### src/rtl/parking_zone_controller_pkg.sv
// Shared types for the parking zone controller.
//   state_t  : controller FSM states
//   ZONE_*   : encoding of entry_zone / exit_is_uni / entry_is_uni
package parking_zone_controller_pkg;

  typedef enum logic [1:0] {
    ST_CLOSED   = 2'd0,
    ST_OPEN     = 2'd1,
    ST_RECONFIG = 2'd2
  } state_t;

  localparam logic ZONE_UNI = 1'b1;
  localparam logic ZONE_PUB = 1'b0;

endpackage

### src/rtl/parking_zone_controller_if.sv
// Gate-side entry/exit handshake bundle.
//   master : gate sensors / ticket logic (drives requests, sees results)
//   slave  : parking_zone_controller
interface parking_zone_controller_if;

  logic entry_valid;
  logic entry_is_uni;
  logic entry_ready;
  logic entry_done;
  logic entry_grant;
  logic entry_zone;

  logic exit_valid;
  logic exit_is_uni;
  logic exit_ready;
  logic exit_done;
  logic exit_ok;

  modport master (
    output entry_valid, entry_is_uni, exit_valid, exit_is_uni,
    input  entry_ready, entry_done, entry_grant, entry_zone,
    input  exit_ready, exit_done, exit_ok
  );

  modport slave (
    input  entry_valid, entry_is_uni, exit_valid, exit_is_uni,
    output entry_ready, entry_done, entry_grant, entry_zone,
    output exit_ready, exit_done, exit_ok
  );

endinterface

### src/rtl/parking_zone_controller_capacity_calc.sv
// Combinational hour-of-day -> zone capacity targets.
//   hour    : 0..23, values above 23 treated as 23
//   uni_cap : university zone target capacity
//   pub_cap : public zone target capacity (TOTAL_SPACES - uni_cap)
module parking_zone_controller_capacity_calc #(
  parameter int unsigned CNT_W        = 10,
  parameter int unsigned TOTAL_SPACES = 700,
  parameter int unsigned UNI_MAX      = 500,
  parameter int unsigned UNI_MIN      = 200,
  parameter int unsigned RAMP_START   = 13,
  parameter int unsigned RAMP_END     = 16,
  parameter int unsigned RAMP_STEP    = 50
) (
  input  logic [4:0]       hour,
  output logic [CNT_W-1:0] uni_cap,
  output logic [CNT_W-1:0] pub_cap
);

  localparam int unsigned W = CNT_W + 4;

  logic [4:0]   h;
  logic [W-1:0] steps;
  logic [W-1:0] dec;
  logic [W-1:0] uni_w;
  logic [W-1:0] pub_w;

  // Ramp-down is clamped at UNI_MIN before subtracting so nothing can wrap.
  always_comb begin
    h     = (hour > 5'd23) ? 5'd23 : hour;
    steps = '0;
    dec   = '0;
    if (32'(h) < RAMP_START) begin
      uni_w = W'(UNI_MAX);
    end else if (32'(h) < RAMP_END) begin
      steps = W'(h) - W'(RAMP_START) + W'(1);
      dec   = steps * W'(RAMP_STEP);
      if (dec >= W'(UNI_MAX - UNI_MIN)) begin
        uni_w = W'(UNI_MIN);
      end else begin
        uni_w = W'(UNI_MAX) - dec;
      end
    end else begin
      uni_w = W'(UNI_MIN);
    end
    pub_w   = W'(TOTAL_SPACES) - uni_w;
    uni_cap = CNT_W'(uni_w);
    pub_cap = CNT_W'(pub_w);
  end

endmodule

### src/rtl/parking_zone_controller.sv
// Two-zone (university / public) parking occupancy controller.
//   clk, rst_n          : clock, asynchronous active-low reset
//   hour                : hour of day (drives capacity targets and open/closed)
//   gate                : entry/exit handshakes (slave side)
//   uni_cnt / pub_cnt   : parked cars per zone
//   uni_cap / pub_cap   : current zone capacities
//   uni_vac / pub_vac   : cap - cnt, saturating at 0
//   uni_full / pub_full : cnt >= cap
//   open                : controller in OPEN state
module parking_zone_controller
  import parking_zone_controller_pkg::*;
#(
  parameter int unsigned CNT_W        = 10,
  parameter int unsigned TOTAL_SPACES = 700,
  parameter int unsigned UNI_MAX      = 500,
  parameter int unsigned UNI_MIN      = 200,
  parameter int unsigned OPEN_HOUR    = 8,
  parameter int unsigned RAMP_START   = 13,
  parameter int unsigned RAMP_END     = 16,
  parameter int unsigned RAMP_STEP    = 50
) (
  input  logic                     clk,
  input  logic                     rst_n,
  input  logic [4:0]               hour,
  parking_zone_controller_if.slave gate,
  output logic [CNT_W-1:0]         uni_cnt,
  output logic [CNT_W-1:0]         pub_cnt,
  output logic [CNT_W-1:0]         uni_cap,
  output logic [CNT_W-1:0]         pub_cap,
  output logic [CNT_W-1:0]         uni_vac,
  output logic [CNT_W-1:0]         pub_vac,
  output logic                     uni_full,
  output logic                     pub_full,
  output logic                     open
);

  state_t state_q, state_d;

  logic [CNT_W-1:0] uni_tgt, pub_tgt;
  logic [CNT_W-1:0] uni_cnt_d, pub_cnt_d, uni_cap_d, pub_cap_d;
  logic [CNT_W-1:0] uni_vac_d, pub_vac_d;
  logic             uni_full_d, pub_full_d;
  logic             ready_q, ready_d;
  logic             entry_done_d, entry_grant_d, entry_zone_d;
  logic             exit_done_d, exit_ok_d;
  logic             entry_done_q, entry_grant_q, entry_zone_q;
  logic             exit_done_q, exit_ok_q;
  logic             open_d;
  logic             hour_open;
  logic             entry_fire, exit_fire;
  logic             uni_room, pub_room;

  parking_zone_controller_capacity_calc #(
    .CNT_W       (CNT_W),
    .TOTAL_SPACES(TOTAL_SPACES),
    .UNI_MAX     (UNI_MAX),
    .UNI_MIN     (UNI_MIN),
    .RAMP_START  (RAMP_START),
    .RAMP_END    (RAMP_END),
    .RAMP_STEP   (RAMP_STEP)
  ) u_capacity_calc (
    .hour   (hour),
    .uni_cap(uni_tgt),
    .pub_cap(pub_tgt)
  );

  assign hour_open  = (32'(hour) >= OPEN_HOUR);
  assign entry_fire = gate.entry_valid & ready_q;
  assign exit_fire  = gate.exit_valid & ready_q;

  // State register.
  always_ff @(posedge clk or negedge rst_n) begin
    if (!rst_n) begin
      state_q <= ST_CLOSED;
    end else begin
      state_q <= state_d;
    end
  end

  // Next state plus next values of every registered output.
  always_comb begin
    state_d       = state_q;
    uni_cnt_d     = uni_cnt;
    pub_cnt_d     = pub_cnt;
    uni_cap_d     = uni_cap;
    pub_cap_d     = pub_cap;
    entry_done_d  = 1'b0;
    entry_grant_d = 1'b0;
    entry_zone_d  = ZONE_PUB;
    exit_done_d   = 1'b0;
    exit_ok_d     = 1'b0;
    uni_room      = 1'b0;
    pub_room      = 1'b0;

    case (state_q)
      ST_RECONFIG: state_d = hour_open ? ST_OPEN : ST_CLOSED;
      default: begin
        if (uni_tgt != uni_cap) begin
          state_d = ST_RECONFIG;
        end else begin
          state_d = hour_open ? ST_OPEN : ST_CLOSED;
        end
      end
    endcase

    // Exit first so a same-cycle entry sees the freed space.
    if (exit_fire) begin
      exit_done_d = 1'b1;
      if (gate.exit_is_uni == ZONE_UNI) begin
        if (uni_cnt_d != '0) begin
          uni_cnt_d = uni_cnt_d - CNT_W'(1);
          exit_ok_d = 1'b1;
        end
      end else begin
        if (pub_cnt_d != '0) begin
          pub_cnt_d = pub_cnt_d - CNT_W'(1);
          exit_ok_d = 1'b1;
        end
      end
    end

    // Uni cars overflow to public; public cars never take uni spaces.
    if (entry_fire) begin
      entry_done_d = 1'b1;
      uni_room     = (uni_cnt_d < uni_cap);
      pub_room     = (pub_cnt_d < pub_cap);
      if (state_q == ST_OPEN) begin
        if (gate.entry_is_uni == ZONE_UNI && uni_room) begin
          uni_cnt_d     = uni_cnt_d + CNT_W'(1);
          entry_grant_d = 1'b1;
          entry_zone_d  = ZONE_UNI;
        end else if (pub_room) begin
          pub_cnt_d     = pub_cnt_d + CNT_W'(1);
          entry_grant_d = 1'b1;
          entry_zone_d  = ZONE_PUB;
        end
      end
    end

    // Capacity load; surplus uni cars are recounted as public (total conserved).
    if (state_q == ST_RECONFIG) begin
      uni_cap_d = uni_tgt;
      pub_cap_d = pub_tgt;
      if (uni_cnt > uni_tgt) begin
        pub_cnt_d = pub_cnt + (uni_cnt - uni_tgt);
        uni_cnt_d = uni_tgt;
      end
    end

    uni_vac_d  = (uni_cap_d > uni_cnt_d) ? (uni_cap_d - uni_cnt_d) : '0;
    pub_vac_d  = (pub_cap_d > pub_cnt_d) ? (pub_cap_d - pub_cnt_d) : '0;
    uni_full_d = (uni_cnt_d >= uni_cap_d);
    pub_full_d = (pub_cnt_d >= pub_cap_d);
    ready_d    = (state_d != ST_RECONFIG);
    open_d     = (state_d == ST_OPEN);
  end

  // Count, capacity, status and handshake registers.
  always_ff @(posedge clk or negedge rst_n) begin
    if (!rst_n) begin
      uni_cnt       <= '0;
      pub_cnt       <= '0;
      uni_cap       <= CNT_W'(UNI_MAX);
      pub_cap       <= CNT_W'(TOTAL_SPACES - UNI_MAX);
      uni_vac       <= CNT_W'(UNI_MAX);
      pub_vac       <= CNT_W'(TOTAL_SPACES - UNI_MAX);
      uni_full      <= 1'b0;
      pub_full      <= 1'b0;
      open          <= 1'b0;
      ready_q       <= 1'b0;
      entry_done_q  <= 1'b0;
      entry_grant_q <= 1'b0;
      entry_zone_q  <= 1'b0;
      exit_done_q   <= 1'b0;
      exit_ok_q     <= 1'b0;
    end else begin
      uni_cnt       <= uni_cnt_d;
      pub_cnt       <= pub_cnt_d;
      uni_cap       <= uni_cap_d;
      pub_cap       <= pub_cap_d;
      uni_vac       <= uni_vac_d;
      pub_vac       <= pub_vac_d;
      uni_full      <= uni_full_d;
      pub_full      <= pub_full_d;
      open          <= open_d;
      ready_q       <= ready_d;
      entry_done_q  <= entry_done_d;
      entry_grant_q <= entry_grant_d;
      entry_zone_q  <= entry_zone_d;
      exit_done_q   <= exit_done_d;
      exit_ok_q     <= exit_ok_d;
    end
  end

  assign gate.entry_ready = ready_q;
  assign gate.exit_ready  = ready_q;
  assign gate.entry_done  = entry_done_q;
  assign gate.entry_grant = entry_grant_q;
  assign gate.entry_zone  = entry_zone_q;
  assign gate.exit_done   = exit_done_q;
  assign gate.exit_ok     = exit_ok_q;

endmodule

### src/flat_wrapper.sv
// flat-port wrapper written by rule: the top's interface ports become plain ports
module parking_zone_controller_flat import parking_zone_controller_pkg::*;
#(
  parameter int unsigned CNT_W        = 10,
  parameter int unsigned TOTAL_SPACES = 700,
  parameter int unsigned UNI_MAX      = 500,
  parameter int unsigned UNI_MIN      = 200,
  parameter int unsigned OPEN_HOUR    = 8,
  parameter int unsigned RAMP_START   = 13,
  parameter int unsigned RAMP_END     = 16,
  parameter int unsigned RAMP_STEP    = 50
)
  (clk, rst_n, hour, uni_cnt, pub_cnt, uni_cap, pub_cap, uni_vac, pub_vac, uni_full, pub_full, open, gate_entry_valid, gate_entry_is_uni, gate_exit_valid, gate_exit_is_uni, gate_entry_ready, gate_entry_done, gate_entry_grant, gate_entry_zone, gate_exit_ready, gate_exit_done, gate_exit_ok);
  parking_zone_controller_if gate_i ();
  input  logic clk;
  input  logic rst_n;
  input  logic [4:0] hour;
  output logic [CNT_W-1:0] uni_cnt;
  output logic [CNT_W-1:0] pub_cnt;
  output logic [CNT_W-1:0] uni_cap;
  output logic [CNT_W-1:0] pub_cap;
  output logic [CNT_W-1:0] uni_vac;
  output logic [CNT_W-1:0] pub_vac;
  output logic uni_full;
  output logic pub_full;
  output logic open;
  input wire logic [$bits(gate_i.entry_valid)-1:0] gate_entry_valid;
  input wire logic [$bits(gate_i.entry_is_uni)-1:0] gate_entry_is_uni;
  input wire logic [$bits(gate_i.exit_valid)-1:0] gate_exit_valid;
  input wire logic [$bits(gate_i.exit_is_uni)-1:0] gate_exit_is_uni;
  output wire logic [$bits(gate_i.entry_ready)-1:0] gate_entry_ready;
  output wire logic [$bits(gate_i.entry_done)-1:0] gate_entry_done;
  output wire logic [$bits(gate_i.entry_grant)-1:0] gate_entry_grant;
  output wire logic [$bits(gate_i.entry_zone)-1:0] gate_entry_zone;
  output wire logic [$bits(gate_i.exit_ready)-1:0] gate_exit_ready;
  output wire logic [$bits(gate_i.exit_done)-1:0] gate_exit_done;
  output wire logic [$bits(gate_i.exit_ok)-1:0] gate_exit_ok;
  assign gate_i.entry_valid = gate_entry_valid;
  assign gate_i.entry_is_uni = gate_entry_is_uni;
  assign gate_i.exit_valid = gate_exit_valid;
  assign gate_i.exit_is_uni = gate_exit_is_uni;
  assign gate_entry_ready = gate_i.entry_ready;
  assign gate_entry_done = gate_i.entry_done;
  assign gate_entry_grant = gate_i.entry_grant;
  assign gate_entry_zone = gate_i.entry_zone;
  assign gate_exit_ready = gate_i.exit_ready;
  assign gate_exit_done = gate_i.exit_done;
  assign gate_exit_ok = gate_i.exit_ok;
  parking_zone_controller #(.CNT_W(CNT_W), .TOTAL_SPACES(TOTAL_SPACES), .UNI_MAX(UNI_MAX), .UNI_MIN(UNI_MIN), .OPEN_HOUR(OPEN_HOUR), .RAMP_START(RAMP_START), .RAMP_END(RAMP_END), .RAMP_STEP(RAMP_STEP)) u_core (.clk(clk), .rst_n(rst_n), .hour(hour), .gate(gate_i), .uni_cnt(uni_cnt), .pub_cnt(pub_cnt), .uni_cap(uni_cap), .pub_cap(pub_cap), .uni_vac(uni_vac), .pub_vac(pub_vac), .uni_full(uni_full), .pub_full(pub_full), .open(open));
endmodule
### config.mk
export PLATFORM = sky130hd
export DESIGN_NAME = parking_zone_controller_flat
export DESIGN_NICKNAME = d
export VERILOG_FILES = /design/src/rtl/parking_zone_controller_pkg.sv /design/src/rtl/parking_zone_controller_if.sv /design/src/rtl/parking_zone_controller_capacity_calc.sv /design/src/rtl/parking_zone_controller.sv /design/src/flat_wrapper.sv
export SDC_FILE = /design/constraint.sdc
export NUM_CORES = 1
export LEC_CHECK = 0
export BUFFER_PORTS_ARGS = -buffer_cell sky130_fd_sc_hd__buf_2
export CORE_UTILIZATION = 48
export DETAILED_ROUTE_END_ITERATION = 8
export PLACE_DENSITY = 0.68
export SLEW_MARGIN = 20
export SYNTH_ARGS = -nofsm -noshare
export SYNTH_HDL_FRONTEND = slang
export SYNTH_SLANG_ARGS = --single-unit
### constraint.sdc
create_clock -name clk -period 8.3 [get_ports clk]
set_input_delay 1.66 -clock clk [delete_from_list [all_inputs] [get_ports clk]]
set_output_delay 1.66 -clock clk [all_outputs]
set_load 0.01 [all_outputs]
==> reports/results.tsv, run 1 <==
metric	value	unit
Max clock buf depth	2	
fillcell total	1052	
register clock-pin slew on the reported worst setup and hold paths	0.06	ns
Die Span X	123.5	microns
RSZ-0062 raised after global routing	true	
register area share after synthesis	0.2538	
Synth Instances	851	
startpoint types	primary input	
mux contribution to synthesized area	0.03018	
Crit path depth	40	
CP most frequent cell	ha_4	
DP Wirelength	16810	microns
max_slew headroom	0.3732	
ANT cells	0	
FFs w/ async S/R, synth	1.000	
# placed instances	1244	
WL per Instance	18.19	microns
Distinct cells, synth	75	
skew final	0.007542	ns
drt drc	0	
Tcrit/Tclk final	1.055	
Num CTS Buffers	9	
initial antenna violation count	0	
RD Place Congestion	0.9438	
CTS tree	yes	
Min-Delay Path Depth	1	
Avg Synthesized Cell Area	8.331	sq um
CTS Hold Buffers Added	0	
Post-Place Worst Slack	-1.028	ns
vias in the first global route	6800	
Max IR drop VDD	0.3605	mV
worst hold slack	0.5764	ns
Power Density	489.1	nW/um^2
TNS Setup	-6.288	ns
post-synthesis compound-gate area fraction	0.1604	
number of synthesized flops with an enable pin	0	
max-cap violations	0	
antenna-violating nets left	0	
FMAX	0.1142	GHz
final hold vios	0	
Finished Layout Cells	1306	
final WL	23750	microns
area grow syn2layout	46.96	%
CORE AREA	14480	sq um
simple-gate share of the synthesized area	0.1933	
# rows	44	
Tmin final	8.755	ns
post-synthesis cell area	7089	sq um
slowest CP cell	fa_2	
synthesized flop and latch total	71	
main flop type after synthesis	dfrtp_1	
Worst Reg2Reg Path Length in Cells	24	
syn nets	964	
all-layer global routing usage	0.3072	
WS Path Type	primary input to flip-flop	
H-tree Lvls	3	
most frequent cells in the layout	buf_4 (178), inv_1 (103), buf_2 (75)	
synth warn	0	
CP bufs+invs	8	
later-pin clock latency in the skew report	0.36	ns
Worst path max stage delay	0.54	ns
critical path's top delay family	adder cells	
violated checks	setup timing	
nets	1230	
Max FO, Critical Path	5	
drt first pass iters	5	
WP data required	8.52	ns
adder-cell area share of the yosys netlist	0.1994	
number of DRC markers in iteration 0	599	
min-delay worst type	flip-flop to flip-flop	
critical path arrival	8.98	ns
IO Count	81	
most common cell after layout, fill and taps aside	buf_4	
post-route design area	10420	sq um
status	finished with violations	
Final Setup Violations	22	
Starting Density	0.4896	
largest family of logic cells by synthesized area	adder cells	
die area	15260	sq um
largest net degree at the start of global routing	72	
total global routing overflow	0	
Clock Sinks	71	
root buffer cell	clkbuf_16	
slew of the pin with the lowest slew margin	0.9322	ns
port bufs	80	
Leak	0.004932	uW
Vert. Die Dim	123.5	microns
layout cell share with drive strength beyond 1	0.4127	
Final Max Slew Viols	0	
placed instance area	9027	sq um
Via Count	7386	
Worst Setup End Kind	flip-flop	
post-synthesis xor/xnor area fraction	0.08542	
global-route wire length before repair	35240	microns
vias per inst	5.655	
PnR worst setup slack	-0.4548	ns
-- layer usage --
layer	wire [microns]	up-vias	track usage
met1	10580	3559	0.4398
met5	0	-	0
met3	1830	65	0.05673
met2	10810	311	0.4738
li1	-	3451	-
met4	530	0	0.07681
-- stage by stage --
step	utilization	power [uW]
global placement	0.6235	3589
floorplan	-	2485
finish	0.7196	5096
detailed placement	0.6235	3628
CTS	0.6788	4473
global route	0.7196	5452
-- final cells by class --
cell class / count / area, sq um / share of cell area
Clock buffer: 11 / 252.7 / 0.02426
Clock inverter: 5 / 63.81 / 0.006125
Inverter: 120 / 462.9 / 0.04443
Multi-Input combinational cell: 640 / 5620 / 0.5395
Sequential cell: 71 / 1799 / 0.1727
Tap cell: 184 / 230.2 / 0.02210
Timing Repair Buffer: 275 / 1989 / 0.1909
-- report_power, final --
group          internal (uW)  switching (uW)  total [uW]
sequential               485             164         649
clock                    252             171         423
combinational           1980            2040        4030
total                   2720            2380        5100
-- cells in the mapped netlist, drive strengths merged, types with 8 or more instances --
master | number | area [sq um]
a21o | 9 | 67.56
a21oi | 51 | 255.2
a31oi | 8 | 50.05
and2 | 10 | 62.56
buf | 9 | 50.05
clkbuf | 12 | 45.04
dfrtp | 53 | 1326
dfstp | 18 | 473.0
fa | 17 | 340.3
ha | 85 | 1064
inv | 120 | 450.4
mux2 | 8 | 93.84
mux2i | 12 | 120.1
nand2 | 64 | 240.2
nand2b | 12 | 75.07
nand3 | 16 | 80.08
nand4 | 10 | 62.56
nor2 | 73 | 274.0
nor2b | 12 | 75.07
nor3 | 24 | 125.1
o21ai | 54 | 270.3
or3 | 8 | 55.05
xnor2 | 50 | 456.7
xor2 | 17 | 148.9
-- cells by family after synthesis --
family,count (synthesis)
adder cells (fa/ha/maj),103
AO/OA/AOI/OAI,182
AND/OR/NAND/NOR,266
flip-flops,71
other,1
buffers and inverters,141
multiplexers,20
XOR/XNOR,67
-- sequential cells by signal (all words and copies together), names as in the netlist, 2 cells and up --
| name | cells |
|---|---|
| u_core.pub_cap | 10 |
| u_core.pub_cnt | 10 |
| u_core.pub_vac | 10 |
| u_core.state_q | 2 |
| u_core.uni_cap | 10 |
| u_core.uni_cnt | 10 |
| u_core.uni_vac | 10 |
-- timing repair --
action,CTS,global route
buffers inserted,27,18
setup endpoints to repair,22,22
pin swaps,30,47
gates cloned,2,1
resized for setup,59,95
-- path summary, 6_finish.rpt --
path	from	end	slack (ns)
worst max-delay path	hour[3]	u_core.pub_vac[9]	-0.45
worst min-delay path	u_core.state_q[1]	u_core.state_q[1]	0.58
worst max register to register	u_core.uni_cnt[0]	u_core.uni_vac[3]	1.26
min in group asynchronous	rst_n	u_core.uni_cap[9]	1.40
worst min register to register	u_core.state_q[1]	u_core.state_q[1]	0.58
max in group asynchronous	rst_n	u_core.uni_vac[3]	6.25
Note: power is estimated with default switching activity, not from simulation.
==> run 2, diff against run 1 <==
CORE_UTILIZATION = 35   (was 48)
PLACE_DENSITY = unset   (was 0.68)
==> run 2 against run 1 <==
  * The flow still finishes with violations (setup timing)
  * Non-clock buffer count down 3
  * Sequential cell count unchanged
  * Power down 8.3%
  * First-iteration DRC count down 40%
  * Critical path depth unchanged
  * Via count down 5.8%
  * Hold slack worse by 0.0067 ns
  * Sequential share of layout area up 0.30 points
  * Routed wire length down 4.7%
  * Utilization down 20 points
  * Critical endpoint is now u_core.pub_vac[7]
  * Largest cell class unchanged
==> reports/results.tsv, run 2 (synthesis gave the netlist of run 1 again) <==
metric	value	unit	change
Switch Pwr	2147	uW	-9.7%
IO Count	81		unchanged
Vert. Die Dim	144.3	microns	+17%
Starting Density	0.3607		-0.1289
Via Count	6960		-5.8%
min-delay worst type	flip-flop to flip-flop		
startpoint types	primary input		
max-cap violations	0		unchanged
reg2reg end	u_core.uni_vac[6]		
total global routing overflow	0		unchanged
final WL	22630	microns	-4.7%
CTS Hold Buffers Added	0		unchanged
CP most frequent cell	ha_4		
most frequent cells in the layout	buf_4 (181), inv_1 (107), buf_2 (75)		
vias in the first global route	6858		+0.85%
most common cell after layout, fill and taps aside	buf_4		
CP bufs+invs	10		+2
nets	1227		-0.24%
Sw Share	0.4594		-0.007305
die area	20830	sq um	+36%
register clock-pin slew on the reported worst setup and hold paths	0.06	ns	about the same
Clock Sinks	71		unchanged
slew of the pin with the lowest slew margin	0.9660	ns	+0.03373 ns
Min-Delay Path Depth	2		+1
Leak	0.004878	uW	-1.1%
drt drc	0		unchanged
all-layer global routing usage	0.2252		-0.08198
root buffer cell	clkbuf_16		
Max clock buf depth	2		unchanged
Comb pwr share	0.779		-0.011
skew final	0.005875	ns	-0.001667 ns
hold_sp	u_core.pub_cap[6]		
status	finished with violations		
Final Setup Violations	22		unchanged
slowest CP cell	fa_2		
Max FO, Critical Path	5		unchanged
ANT cells	0		unchanged
fillcell total	1820		+73%
Die Span X	144.3	microns	+17%
R2R Setup Slk	1.04	ns	-0.22 ns
antenna-violating nets left	0		unchanged
Tmin final	8.509	ns	-0.2456 ns
Reg power frac	0.137		+0.010
hold endpoint	u_core.pub_cap[6]		
critical register-to-register path startpoint	u_core.uni_cnt[0]		
Seq. cell area	1799	sq um	unchanged
CTS tree	yes		
Worst Reg2Reg Path Length in Cells	28		+17%
Num CTS Buffers	9		unchanged
Worst path max stage delay	0.55	ns	about the same
H-tree Lvls	3		unchanged
DP Wirelength	17360	microns	+3.3%
TNS Setup	-3.581	ns	+2.707 ns
area grow syn2layout	44.48	%	
RSZ-0062 raised after global routing	true		
later-pin clock latency in the skew report	0.35	ns	about the same
violated checks	setup timing		
Worst Setup End Kind	flip-flop		
Power Density	456.4	nW/um^2	-6.7%
WS Path Type	primary input to flip-flop		
# placed instances	1325		+6.5%
final hold vios	0		unchanged
CORE AREA	19650	sq um	+36%
max_slew headroom	0.3505		-0.02268
WL per Instance	16.35	microns	-10%
global-route wire length before repair	35760	microns	+1.5%
# rows	51		+16%
Final Max Slew Viols	0		unchanged
vias per inst	5.029		-11%
Clock Power Share	0.084		about the same
layout cell share with drive strength beyond 1	0.3896		-0.02302
WP data required	8.55	ns	+0.03 ns
worst setup path start	hour[3]		
initial antenna violation count	0		unchanged
RD Place Congestion	0.8727		-7.5%
FMAX	0.1175	GHz	+2.9%
critical path arrival	8.76	ns	-0.22 ns
largest net degree at the start of global routing	72		unchanged
drt first pass iters	5		unchanged
Finished Layout Cells	1384		+6.0%
critical path's top delay family	adder cells		
port bufs	80		unchanged
multi-input logic area	5396	sq um	-4.0%
Tcrit/Tclk final	1.025		-0.02959
PnR worst setup slack	-0.2092	ns	+0.2456 ns
Max IR drop VDD	0.1858	mV	-48%
number of DRC markers in iteration 0	358		-40%
total internal power	2527	uW	-7.0%
-- run 2: area by class of cell --
type | count | share of cell area
multi-input cells | 640 | 0.5269
repair buffers | 272 | 0.1909
flip-flops and latches | 71 | 0.1757
inverters | 120 | 0.04495
well taps | 265 | 0.03237
clock buffers | 10 | 0.02333
clock inverters | 6 | 0.005864
-- run 2: tightest hold or removal path, cell delays in order, from the launching register on --
cell,delay [ns]
dfstp_2,0.39
nand2_1,0.05
o21ai_0,0.11
-- run 2: what timing repair did --
item                                    CTS  global route
cloned                                    3             0
pin swaps                                44             7
endpoints found under the setup margin   22            22
gates resized for setup                  78            27
hold endpoints to repair                  0             0
setup buffers                            36             5
-- run 2: power groups by stage --
stage	Combinational (uW)	Sequential [uW]	Clock (uW)
floorplan	1840	641	0
global placement	2960	642	0
detailed placement	2990	641	0
CTS	3470	637	403
global route	3990	654	418
finish	3640	639	393
-- run 2: worst max path at each step --
stage,to,cells after the start
6_report,u_core.pub_vac[7],40
5_1_grt,u_core.pub_vac[5],41
4_1_cts,u_core.pub_vac[8],42
3_5_place_dp,u_core.uni_vac[9],42
3_3_place_gp,u_core.uni_vac[9],42
2_1_floorplan,u_core.uni_vac[9],47
-- run 2: metal layers --
layer | track usage | part of all wire | vias to the layer above
li1 | - | - | 3438
met1 | 0.3091 | 0.48 | 3337
met2 | 0.3649 | 0.46 | 162
met3 | 0.03377 | 0.046 | 23
met4 | 0.06371 | 0.014 | 0
met5 | 0 | 0 | -
-- run 2: through the flow --
stage | hold WS (ns) | instance area (sq um) | setup slack, ns | power [uW] | util
floorplan | 0.4744 | 7427 | -0.7782 | 2485 | -
global placement | 0.5481 | 9129 | -0.8142 | 3602 | 0.4645
detailed placement | 0.5640 | 9129 | -0.9261 | 3634 | 0.4645
CTS | 0.5803 | 10080 | -0.2324 | 4507 | 0.5130
global route | 0.6044 | 10240 | -0.5943 | 5063 | 0.5211
finish | 0.5696 | 10240 | -0.2092 | 4675 | 0.5211
==> run 3, diff against run 2 <==
--- a/constraint.sdc
+++ b/constraint.sdc
@@ -3,2 +3,2 @@
 set_output_delay 1.66 -clock clk [all_outputs]
-set_load 0.01 [all_outputs]
+set_load 0.05 [all_outputs]
==> run 3 against run 2 <==
  * The flow still finishes with violations (setup timing)
  * Critical endpoint is now u_core.pub_vac[4]
  * Highest routed layer unchanged
  * Largest power group unchanged
  * Utilization is 0.18 points lower
  * Register-to-register slack worse by 0.05 ns
  * Combinational power is 5% higher
==> reports/results.tsv, run 3 (synthesis gave the netlist of run 1 again) <==
metric	value	unit	change
die area	20830	sq um	unchanged
final WL	22380	microns	-1.1%
Max IR drop VDD	0.1720	mV	-7.4%
RSZ-0062 raised after global routing	true		
CP most frequent cell	ha_4		
Leak	0.004878	uW	about the same
violated checks	setup timing		
Die Span X	144.3	microns	unchanged
layout cell share with drive strength beyond 1	0.3865		-0.003087
H-tree Lvls	3		unchanged
Tmin final	8.572	ns	+0.06281 ns
Power, Total	4896	uW	+4.7%
CTS Hold Buffers Added	0		unchanged
core occupancy in the finished layout	0.5194		-0.001783
RD Place Congestion	0.8971		+2.8%
Worst path max stage delay	0.57	ns	+0.02 ns
drt drc	0		unchanged
CORE AREA	19650	sq um	unchanged
final hold vios	0		unchanged
TNS Setup	-3.865	ns	-0.2841 ns
WL per Instance	16.22	microns	-0.82%
Num CTS Buffers	9		unchanged
skew final	0.003985	ns	-0.001890 ns
all-layer global routing usage	0.2241		-0.001164
port bufs	80		unchanged
antenna-violating nets left	0		unchanged
Finished Layout Cells	1380		-0.29%
ANT cells	0		unchanged
status	finished with violations		
Clock Sinks	71		unchanged
initial antenna violation count	0		unchanged
Final Max Slew Viols	0		unchanged
register clock-pin slew on the reported worst setup and hold paths	0.06	ns	about the same
Worst Setup End Kind	flip-flop		
Starting Density	0.3607		unchanged
PnR worst setup slack	-0.2720	ns	-0.06281 ns
total global routing overflow	0		unchanged
global-route wire length before repair	35800	microns	+0.12%
FMAX	0.1167	GHz	-0.73%
startpoint types	primary input		
vias in the first global route	6790		-0.99%
max-cap violations	0		unchanged
# rows	51		unchanged
later-pin clock latency in the skew report	0.35	ns	about the same
Power Density	479.7	nW/um^2	+5.1%
vias per inst	5.001		-0.56%
WP data required	8.53	ns	-0.02 ns
CTS tree	yes		
Max FO, Critical Path	8		+3
drt first pass iters	5		unchanged
# placed instances	1335		+0.75%
DP Wirelength	17260	microns	-0.60%
Max clock buf depth	2		unchanged
largest net degree at the start of global routing	72		unchanged
slew of the pin with the lowest slew margin	0.9836	ns	+0.01764 ns
Via Count	6901		-0.85%
root buffer cell	clkbuf_16		
most common cell after layout, fill and taps aside	buf_4		
Final Setup Violations	22		unchanged
critical path arrival	8.80	ns	+0.04 ns
nets	1223		-0.33%
slowest CP cell	fa_1		
WS Path Type	primary input to flip-flop		
area grow syn2layout	43.98	%	
max_slew headroom	0.3387		-0.01186
number of DRC markers in iteration 0	410		+15%
min-delay worst type	flip-flop to flip-flop		
Tcrit/Tclk final	1.033		+0.007568
IO Count	81		unchanged
Vert. Die Dim	144.3	microns	unchanged
most frequent cells in the layout	buf_4 (182), inv_1 (105), buf_2 (76)		
==> run 3: cell type report <==
cell class              instances  area, sq um
fillers                      1855         9447
multi-input cells             640         5428
repair buffers                268         1863
flip-flops and latches         71         1799
inverters                     120        460.4
well taps                     265        331.6
clock buffers                  13        260.3
clock inverters                 3        65.06
==> run 3: through the flow <==
| step | hold slack, ns | worst slack, ns | instance area (sq um) |
|---|---|---|---|
| after global routing | 0.6034 | -0.6904 | 10210 |
| after CTS | 0.5704 | -0.2371 | 9946 |
| after global placement | 0.5368 | -0.9183 | 9178 |
| final | 0.5623 | -0.2720 | 10210 |
| after floorplan | 0.4777 | -0.8257 | 7405 |
| after detailed placement | 0.5594 | -1.021 | 9178 |
==> run 3: path summary, 6_finish.rpt <==
path | end | slack [ns] | startpoint | cells after the start
max reg2reg | u_core.uni_vac[5] | 0.99 | u_core.uni_cnt[0] | 24
min reg2reg | u_core.pub_cap[0] | 0.56 | u_core.pub_cap[0] | 2
min in group asynchronous | u_core.pub_cnt[7] | 1.45 | rst_n | 1
max | u_core.pub_vac[4] | -0.27 | hour[3] | 40
max in group asynchronous | u_core.uni_full | 6.24 | rst_n | 1
min | u_core.pub_cap[0] | 0.56 | u_core.pub_cap[0] | 2
==> run 3: worst max-delay path: cells and delay by family <==
family | cells | cell delay [ns]
XOR/XNOR | 2 | 0.30
AO/OA/AOI/OAI | 10 | 1.37
adder cells (fa/ha/maj) | 9 | 3.01
buffers and inverters | 8 | 0.78
multiplexers | 1 | 0.17
AND/OR/NAND/NOR | 10 | 1.48
==> run 3: per-layer routing <==
metal / up-vias / wire (microns) / track usage
li1: 3438 / - / -
met1: 3272 / 10840 / 0.3116
met2: 164 / 10110 / 0.3510
met3: 27 / 1017 / 0.03510
met4: 0 / 416 / 0.07590
met5: - / 0 / 0
==> run 3: timing repair <==
action                     in CTS  in global routing
gates cloned                    1                  0
setup endpoints to repair      22                 22
gates resized for setup        64                 40
buffers inserted               19                 10
pin swaps                      59                 21
==> run 3: where the power goes <==
group	leakage [uW]	internal (uW)	switching [uW]	total [uW]
sequential	0.000842	485	152	637
combinational	0.00388	1720	2110	3830
clock	0.000160	279	154	433
